### config.mk
export PLATFORM = sky130hd
export DESIGN_NAME = mask_share_gen_flat
export DESIGN_NICKNAME = d
export VERILOG_FILES = /design/src/rtl/mask_share_gen_pkg.sv /design/src/rtl/mask_share_gen_if.sv /design/src/rtl/mask_lfsr16.sv /design/src/rtl/mask_share_gen.sv /design/src/flat_wrapper.sv
export SDC_FILE = /design/constraint.sdc
export NUM_CORES = 1
export LEC_CHECK = 0
export ABC_AREA = 1
export CAP_MARGIN = 20
export CORE_UTILIZATION = 50
export DETAILED_ROUTE_END_ITERATION = 12
export PLACE_DENSITY = 0.73
export SKIP_CTS_REPAIR_TIMING = 1
export SYNTH_ARGS = -nofsm -noshare
export SYNTH_HDL_FRONTEND = slang
export SYNTH_SLANG_ARGS = --single-unit
### constraint.sdc
create_clock -name clk -period 3.7 [get_ports clk]
set_input_delay 1.11 -clock clk [delete_from_list [all_inputs] [get_ports clk]]
set_output_delay 1.11 -clock clk [all_outputs]
set_load 0.01 [all_outputs]
### src/rtl/mask_share_gen_pkg.sv
// Shared definitions for the Boolean masking share generator: LFSR constants,
// FSM state encoding and the single-step LFSR function used by RTL and bench.
package mask_share_gen_pkg;

    localparam logic [15:0] LFSR_SEED_DEFAULT = 16'hACE1;
    localparam int          WARMUP_CYCLES_DEFAULT = 16;

    // Fibonacci taps for x^16 + x^14 + x^13 + x^11 + 1 (bit positions of the register)
    localparam int TAP_A = 15;
    localparam int TAP_B = 13;
    localparam int TAP_C = 12;
    localparam int TAP_D = 10;

    typedef enum logic {
        WARMUP = 1'b0,
        RUN    = 1'b1
    } state_e;

    function automatic logic [15:0] lfsr_step(input logic [15:0] s);
        return {s[14:0], s[TAP_A] ^ s[TAP_B] ^ s[TAP_C] ^ s[TAP_D]};
    endfunction

endpackage

### src/rtl/mask_share_gen_if.sv
// Operand input handshake and masked-share output handshake of mask_share_gen.
interface mask_share_if;

    logic in_valid;
    logic in_ready;
    logic A;
    logic B;

    logic out_valid;
    logic out_ready;
    logic A0;
    logic A1;
    logic B0;
    logic B1;
    logic r0;
    logic r1;
    logic r2;

    // slave: the share generator itself; master: the upstream/downstream environment
    modport slave (
        input  in_valid, A, B, out_ready,
        output in_ready, out_valid, A0, A1, B0, B1, r0, r1, r2
    );

    modport master (
        output in_valid, A, B, out_ready,
        input  in_ready, out_valid, A0, A1, B0, B1, r0, r1, r2
    );

endinterface

### src/rtl/mask_lfsr16.sv
// 16-bit Fibonacci LFSR with seed load (zero seed replaced by the default),
// single-step and five-step advance controls.
module mask_lfsr16 #(
    parameter logic [15:0] SEED_DEFAULT = mask_share_gen_pkg::LFSR_SEED_DEFAULT
) (
    input  logic        clk,
    input  logic        rst,
    input  logic        load,
    input  logic [15:0] load_value,
    input  logic        step1,
    input  logic        step5,
    output logic [15:0] state
);
    import mask_share_gen_pkg::*;

    logic [15:0] state_q;
    logic [15:0] state_d;
    logic [15:0] five_steps;

    always_comb begin
        five_steps = state_q;
        for (int i = 0; i < 5; i++) begin
            five_steps = lfsr_step(five_steps);
        end
    end

    // Load wins over stepping; a zero seed would lock the register, so it is substituted
    always_comb begin
        state_d = state_q;
        if (load) begin
            state_d = (load_value == 16'h0000) ? SEED_DEFAULT : load_value;
        end else if (step5) begin
            state_d = five_steps;
        end else if (step1) begin
            state_d = lfsr_step(state_q);
        end
    end

    always_ff @(posedge clk or posedge rst) begin
        if (rst) begin
            state_q <= SEED_DEFAULT;
        end else begin
            state_q <= state_d;
        end
    end

    assign state = state_q;

endmodule

### src/rtl/mask_share_gen.sv
// Splits operand bits A, B into two Boolean shares each and supplies fresh
// randomness r0..r2 for a downstream masked gate, one result per cycle.
module mask_share_gen #(
    parameter logic [15:0] SEED_DEFAULT  = mask_share_gen_pkg::LFSR_SEED_DEFAULT,
    parameter int          WARMUP_CYCLES = mask_share_gen_pkg::WARMUP_CYCLES_DEFAULT
) (
    input  logic        clk,
    input  logic        rst,
    input  logic        seed_valid,
    input  logic [15:0] seed,
    output logic        busy,
    mask_share_if.slave bus
);
    import mask_share_gen_pkg::*;

    localparam logic [15:0] WARMUP_LAST = 16'(WARMUP_CYCLES - 1);

    state_e      state_q;
    state_e      state_d;
    logic [15:0] count_q;
    logic [15:0] count_d;
    logic        out_valid_q;
    logic        out_valid_d;
    logic [6:0]  data_q;
    logic [6:0]  data_d;

    logic [15:0] lfsr;
    logic        lfsr_load;
    logic        lfsr_step1;
    logic        lfsr_step5;
    logic        in_ready;
    logic        accept;

    mask_lfsr16 #(
        .SEED_DEFAULT(SEED_DEFAULT)
    ) u_lfsr (
        .clk       (clk),
        .rst       (rst),
        .load      (lfsr_load),
        .load_value(seed),
        .step1     (lfsr_step1),
        .step5     (lfsr_step5),
        .state     (lfsr)
    );

    // A reseed overrides everything, dropping any pending output and blocking accept
    always_comb begin
        state_d     = state_q;
        count_d     = count_q;
        out_valid_d = out_valid_q;
        data_d      = data_q;
        lfsr_load   = 1'b0;
        lfsr_step1  = 1'b0;
        lfsr_step5  = 1'b0;
        in_ready    = 1'b0;
        accept      = 1'b0;

        if (seed_valid) begin
            lfsr_load   = 1'b1;
            count_d     = 16'h0000;
            state_d     = WARMUP;
            out_valid_d = 1'b0;
        end else begin
            case (state_q)
                WARMUP: begin
                    lfsr_step1 = 1'b1;
                    if (count_q == WARMUP_LAST) begin
                        state_d = RUN;
                        count_d = 16'h0000;
                    end else begin
                        count_d = count_q + 16'h0001;
                    end
                end
                RUN: begin
                    in_ready = !out_valid_q || bus.out_ready;
                    accept   = in_ready && bus.in_valid;
                    if (accept) begin
                        lfsr_step5  = 1'b1;
                        out_valid_d = 1'b1;
                        data_d      = {bus.A ^ lfsr[0], lfsr[0],
                                       bus.B ^ lfsr[1], lfsr[1],
                                       lfsr[2], lfsr[3], lfsr[4]};
                    end else if (bus.out_ready) begin
                        out_valid_d = 1'b0;
                    end
                end
            endcase
        end
    end

    always_ff @(posedge clk or posedge rst) begin
        if (rst) begin
            state_q     <= WARMUP;
            count_q     <= 16'h0000;
            out_valid_q <= 1'b0;
            data_q      <= 7'b0;
        end else begin
            state_q     <= state_d;
            count_q     <= count_d;
            out_valid_q <= out_valid_d;
            data_q      <= data_d;
        end
    end

    assign busy         = (state_q == WARMUP);
    assign bus.in_ready = in_ready;
    assign bus.out_valid = out_valid_q;
    assign {bus.A0, bus.A1, bus.B0, bus.B1, bus.r0, bus.r1, bus.r2} = data_q;

endmodule

### src/flat_wrapper.sv
// flat-port wrapper written by rule: the top's interface ports become plain ports
module mask_share_gen_flat import mask_share_gen_pkg::*;
#(
    parameter logic [15:0] SEED_DEFAULT  = mask_share_gen_pkg::LFSR_SEED_DEFAULT,
    parameter int          WARMUP_CYCLES = mask_share_gen_pkg::WARMUP_CYCLES_DEFAULT
)
  (clk, rst, seed_valid, seed, busy, bus_in_valid, bus_A, bus_B, bus_out_ready, bus_in_ready, bus_out_valid, bus_A0, bus_A1, bus_B0, bus_B1, bus_r0, bus_r1, bus_r2);
  mask_share_if bus_i ();
  input  logic clk;
  input  logic rst;
  input  logic seed_valid;
  input  logic [15:0] seed;
  output logic busy;
  input wire logic [$bits(bus_i.in_valid)-1:0] bus_in_valid;
  input wire logic [$bits(bus_i.A)-1:0] bus_A;
  input wire logic [$bits(bus_i.B)-1:0] bus_B;
  input wire logic [$bits(bus_i.out_ready)-1:0] bus_out_ready;
  output wire logic [$bits(bus_i.in_ready)-1:0] bus_in_ready;
  output wire logic [$bits(bus_i.out_valid)-1:0] bus_out_valid;
  output wire logic [$bits(bus_i.A0)-1:0] bus_A0;
  output wire logic [$bits(bus_i.A1)-1:0] bus_A1;
  output wire logic [$bits(bus_i.B0)-1:0] bus_B0;
  output wire logic [$bits(bus_i.B1)-1:0] bus_B1;
  output wire logic [$bits(bus_i.r0)-1:0] bus_r0;
  output wire logic [$bits(bus_i.r1)-1:0] bus_r1;
  output wire logic [$bits(bus_i.r2)-1:0] bus_r2;
  assign bus_i.in_valid = bus_in_valid;
  assign bus_i.A = bus_A;
  assign bus_i.B = bus_B;
  assign bus_i.out_ready = bus_out_ready;
  assign bus_in_ready = bus_i.in_ready;
  assign bus_out_valid = bus_i.out_valid;
  assign bus_A0 = bus_i.A0;
  assign bus_A1 = bus_i.A1;
  assign bus_B0 = bus_i.B0;
  assign bus_B1 = bus_i.B1;
  assign bus_r0 = bus_i.r0;
  assign bus_r1 = bus_i.r1;
  assign bus_r2 = bus_i.r2;
  mask_share_gen #(.SEED_DEFAULT(SEED_DEFAULT), .WARMUP_CYCLES(WARMUP_CYCLES)) u_core (.clk(clk), .rst(rst), .seed_valid(seed_valid), .seed(seed), .busy(busy), .bus(bus_i));
endmodule
==> impl_metrics.tcl, run 1 <==
set metrics [dict create \
    synthAdderAreaFrac_pct 0.479 \
    async_flop_share_pct 100 \
    whs_path_depth 2 \
    cp.arrival_ns 2.38 \
    viasPerCell 5.26 \
    setup_viol 0 \
    syn-cell-area_um2 2610 \
    slowest_delay_ns 0.55 \
    drc 0 \
    grt_antenna_before_repair 0 \
    cts.path.max_buffers 2 \
    slew_violations 0 \
    numCtsBuffers 5 \
    synth.distinct_cells 25 \
    synth_commonest_cells "nand2_1 (152), nor2_1 (49), nand3_1 (42)" \
    switching_power_uw 274 \
    synth_xor_area_share_pct 2.68 \
    hp-class "reg -> reg" \
    synth.most_common_cell "nand2_1" \
    critPathKind "in -> out" \
    outcome "completed" \
    gp_congestion 0.888 \
    yosys.area.top_type "dfrtp_1" \
    grt.total_usage_pct 26.8 \
    start_util_pct 53.6 \
    synth-compound-area-share_pct 9.00 \
    internal-power_uw 754 \
    syn_inst 399 \
    synth_edf_count 0 \
    finalSetupTns_ns 0 \
    seqPwrFrac_pct 49.4 \
    die_h_um 74.3 \
    synth_top_family_by_area "simple AND/OR/NAND/NOR gates" \
    cp_common_cell "clkdlybuf4s50_1" \
    reg2regPathDepth 6 \
    die_x_um 74.3 \
    num_io_pins 33 \
    ys.flop_type "dfrtp_1" \
    area_delta_synth_final_pct 19.1 \
    leakage_uw 0.00153 \
    grt_pass1_wl_mm 11.1 \
    pwr-share-clk_pct 34.9 \
    slowest_stage "clkdlybuf4s50_1" \
    routed-via-count 2625 \
    ys_seq_area_share_pct 39.6 \
    drive_gt1_share_pct 6.94 \
    grt_setup_unrepaired "no" \
    crit_fanout 2 \
    fin_skew_ns 0.00855 \
    power_density_nw_per_um2 330 \
    reg2reg_from "u_core.count_q[0]" \
    irDropWorstVdd_v 0.000210 \
    drt_first_pass_iters 5 \
    path_cells "clkdlybuf4s50_1, inv_2, nand2_1, nor2_2, clkdlybuf4s50_1" \
    coreArea_um2 4880 \
    worstSetupEndpoint "bus_in_ready" \
    maxSlewHeadroom_pct 64.3 \
    cap_violations 0 \
    syn_avg_cell_area_um2 6.55 \
    grt_start_max_net_pins 42 \
    port_buffers 32 \
    grt_overflow 0 \
    fp.dieArea_um2 5520 \
    rows 25 \
    synth_top_area_share_pct 31.6 \
    cp.required_ns 2.59 \
    clockRootBuffer "clkbuf_8" \
    period_minus_slack_ns 3.49 \
    clk_pin_slew_ns 0.08 \
    cts.htree.levels 2 \
    worst_pin_slew_ns 0.535 \
    synthMuxAreaShare_pct 0 \
    end_kind "primary output" \
    yosys.area_share.simple_pct 41.0 \
    diodes 0 \
    grt_pass1_vias 2393 \
    yosysWarningCount 0 \
    clk_latency_ns 0.29 \
    wirelength_mm 6.58 \
    finalHoldViolations 0 \
    cp-startpoint "seed_valid" \
    drtAntennaViolNets 0 \
    r2r_end "u_core.count_q[9]" \
    clock.fmax_ghz 0.287 \
    start_kind "input port" \
    cts_tree "yes" \
    timing.hold.ws_ns 0.482 \
    wl_per_cell_um 13.2 \
    place_hpwl_mm 4.65 \
    yosys-top-cells-area "dfrtp_1 (32%), nand2_1 (22%), dfstp_2 (8.0%)" \
    final_nets 455 \
    synth_nets 423 \
    clock-sinks 41 \
    r2r_setup_slack_ns 1.82 \
    switching_share_pct 26.7 \
    drtIter0Drc 218 \
    combPwrFrac_pct 15.6 \
    fin_crit_sh_pct 94.2 \
    ys_ff_latch 41 \
]
-- cell type report --
type                            count  area [µm²]
Clock buffer                        6        72.6
Clock inverter                      2        35.0
Fill cell                         475        1770
Inverter                           33         125
Multi-Input combinational cell    311        1390
Sequential cell                    41        1040
Tap cell                           67        83.8
Timing Repair Buffer               39         373
-- cell usage in the layout (no fill, tap or decap), drive strengths merged --
cell / count
xor2: 3
and2: 2
bufinv: 1
xnor2: 5
dfstp: 8
nand3: 43
or2: 1
clkdlybuf4s50: 32
nand2: 152
dfrtp: 33
nand4: 8
ha: 1
o211ai: 1
o21ai: 27
clkinv: 2
buf: 7
clkbuf: 6
nor3: 1
nor2: 51
a21oi: 11
inv: 32
o21bai: 5
-- power groups by stage --
stage	Sequential (µW)	Combinational, µW	Clock, µW
3_5_place_dp	516	160	0
2_1_floorplan	510	98.7	0
5_1_grt	513	187	379
3_3_place_gp	515	157	0
4_1_cts	508	162	366
6_report	508	161	359
-- worst max-delay path, delay by kind of cell --
family        cells  cell delay (ns)
buf+inv           3             1.07
simple gates      2             0.20
-- flip-flops by register name, summed over array words and instances (netlist names) --
name / count
u_core.bus.out_valid: 1
u_core.count_q: 16
u_core.data_q: 7
u_core.state_q: 1
u_core.u_lfsr.state: 16
-- stage by stage --
stage | cell area [µm²] | setup slack, ns | power [µW] | utilization [%] | std cells
global placement | 3010 | 0.220 | 672 | 61.6 | 491
detailed placement | 3010 | 0.198 | 676 | 61.6 | 491
global route | 3110 | 0.143 | 1080 | 63.8 | 499
CTS | 3110 | 0.197 | 1040 | 63.8 | 499
floorplan | 2610 | 1.09 | 609 | - | 399
finish | 3110 | 0.213 | 1030 | 63.8 | 499
-- worst min-delay path by stage --
stage | end | start | slack [ns]
4_1_cts | u_core.data_q[1] | u_core.data_q[1] | 0.48
3_5_place_dp | u_core.data_q[1] | u_core.data_q[1] | 0.47
3_3_place_gp | u_core.data_q[0] | u_core.data_q[0] | 0.46
2_1_floorplan | u_core.u_lfsr.state[5] | u_core.u_lfsr.state[5] | 0.45
6_report | u_core.data_q[1] | u_core.data_q[1] | 0.48
5_1_grt | u_core.u_lfsr.state[5] | u_core.u_lfsr.state[5] | 0.51
-- routing by layer --
metal,vias up,GRT usage [%],wire (µm)
li1,1334,-,-
met1,1189,38.4,3180
met2,91,40.9,2850
met3,11,5.42,457
met4,0,8.18,89
met5,-,0,0
-- cells by family (layout without fill, tap and decap cells) --
kind of cell / count (synthesis) / count (layout)
simple gates: 258 / 258
buf+inv: 47 / 80
compound gates: 44 / 44
flops: 41 / 41
xor+xnor: 8 / 8
fa+ha+maj: 1 / 1
Power figures use the tool's default switching activity.
==> run 2: changes to the inputs <==
--- a/config.mk
+++ b/config.mk
@@ -7,6 +7,8 @@
 export LEC_CHECK = 0
 export ABC_AREA = 1
 export CAP_MARGIN = 20
+export CORE_ASPECT_RATIO = 0.6
+export CORE_MARGIN = 1
 export CORE_UTILIZATION = 50
 export DETAILED_ROUTE_END_ITERATION = 12
 export PLACE_DENSITY = 0.73
==> run 2 against run 1 <==
Effect of this change: setup slack lost 0.078 ns; cell count decreased by 0.80%; clock power increased by 4%; clock skew rose by 0.0032 ns; global-route usage increased by 3.4 points; hold slack improved by 0.0038 ns; core utilization increased by 1.1 points; first-iteration DRC count is 48% higher; flip-flop and latch count unchanged.
==> impl_metrics.tcl, run 2 (same netlist as run 1, synthesis figures left out) <==
set metrics [dict create \
    end_kind "primary output" \
    drc 0 \
    viasPerCell 5.55 \
    finalSetupTns_ns 0 \
    finalHoldViolations 0 \
    r2r_setup_slack_ns 1.83 \
    num_io_pins 33 \
    wl_per_cell_um 14.9 \
    cp.required_ns 2.59 \
    gp_congestion 0.901 \
    drt_first_pass_iters 5 \
    irDropWorstVdd_v 0.000160 \
    slew_violations 0 \
    cts_tree "yes" \
    critPathKind "in -> out" \
    grt_antenna_before_repair 0 \
    final_nets 455 \
    maxSlewHeadroom_pct 61.8 \
    fin_ws_ns 0.135 \
    outcome "completed" \
    most-common-layout-cells "nand2_1 (152), nor2_1 (49), nand3_1 (42)" \
    dpl_cell_area_um2 3000 \
    drive_gt1_share_pct 7.18 \
    cts.path.max_buffers 2 \
    dp_slack_ns 0.140 \
    grt_start_max_net_pins 42 \
    diodes 0 \
    grt_pass1_vias 2380 \
    routed-via-count 2749 \
    place_hpwl_mm 5.47 \
    design_area_um2 3120 \
    drtAntennaViolNets 0 \
    p_total_uw 1050 \
    hp-class "reg -> reg" \
    die_h_um 58.0 \
    setup_viol 0 \
    coreArea_um2 4800 \
    drtIter0Drc 322 \
    clockRootBuffer "clkbuf_8" \
    port_buffers 32 \
    crit_fanout 2 \
    period_minus_slack_ns 3.57 \
    numCtsBuffers 5 \
    area_delta_synth_final_pct 19.2 \
    start_kind "input port" \
    cap_violations 0 \
    clk_pin_slew_ns 0.09 \
    final_core_util_pct 64.9 \
    wirelength_mm 7.40 \
    layout_commonest_cell "nand2_1" \
    grt.total_usage_pct 30.2 \
    grt_pass1_wl_mm 12.4 \
    die_x_um 95.3 \
    clock.fmax_ghz 0.280 \
    start_util_pct 54.4 \
    cts.htree.levels 2 \
    fin_crit_sh_pct 96.4 \
    clk_latency_ns 0.30 \
    grt_overflow 0 \
    leakage_uw 0.00153 \
    rows 19 \
    cp.arrival_ns 2.46 \
    fin_skew_ns 0.0118 \
    grt_setup_unrepaired "no" \
    power_density_nw_per_um2 336 \
    clock-sinks 41 \
    fp.dieArea_um2 5530 \
    worst_pin_slew_ns 0.572 \
]
## run 2: changes by cell type in the layout (fill, tap and decap cells not counted)
cell,previous run,this run
clkbuf_1,1,0
clkinv_2,2,1
clkinv_4,0,1
clkinvlp_4,0,1
## run 2: area by class of cell
class                           instances  area, µm²
Multi-Input combinational cell        311       1390
Clock inverter                          3       46.3
Fill cell                             444       1690
Tap cell                               63       78.8
Inverter                               33        125
Clock buffer                            5       68.8
Sequential cell                        41       1040
Timing Repair Buffer                   39        373
## run 2: worst paths after layout
check                                   from                      end  cells after the start
setup reg to reg           u_core.count_q[0]       u_core.count_q[10]                      6
hold reg to reg             u_core.data_q[0]         u_core.data_q[0]                      2
hold / removal              u_core.data_q[0]         u_core.data_q[0]                      2
min in group asynchronous                rst        u_core.count_q[1]                      3
setup / recovery                  seed_valid             bus_in_ready                      5
max in group asynchronous                rst  u_core.u_lfsr.state[15]                      3
## run 2: metal layers
| layer | track usage, % | part of all wire, % |
|---|---|---|
| met1 | 50.8 | 51 |
| met5 | 6.48 | 0.59 |
| met2 | 35.9 | 36 |
| met4 | 7.36 | 0.85 |
| met3 | 7.74 | 12 |
## run 2: report_power, final
group | total [µW] | switching [µW] | internal (µW)
Clock | 372 | 170 | 202
Combinational | 164 | 90.6 | 73.3
Sequential | 512 | 32.3 | 480
Total | 1050 | 293 | 756
## run 2: through the flow
stage / hold WS, ns / cells
after floorplan: 0.455 / 399
after global placement: 0.466 / 487
after detailed placement: 0.466 / 487
after CTS: 0.489 / 495
after global routing: 0.505 / 495
final: 0.486 / 495
## run 2: critical path, stage by stage
cell	delay [ns]
clkdlybuf4s50_1	0.43
inv_2	0.07
nand2_1	0.10
nor2_2	0.19
clkdlybuf4s50_1	0.56
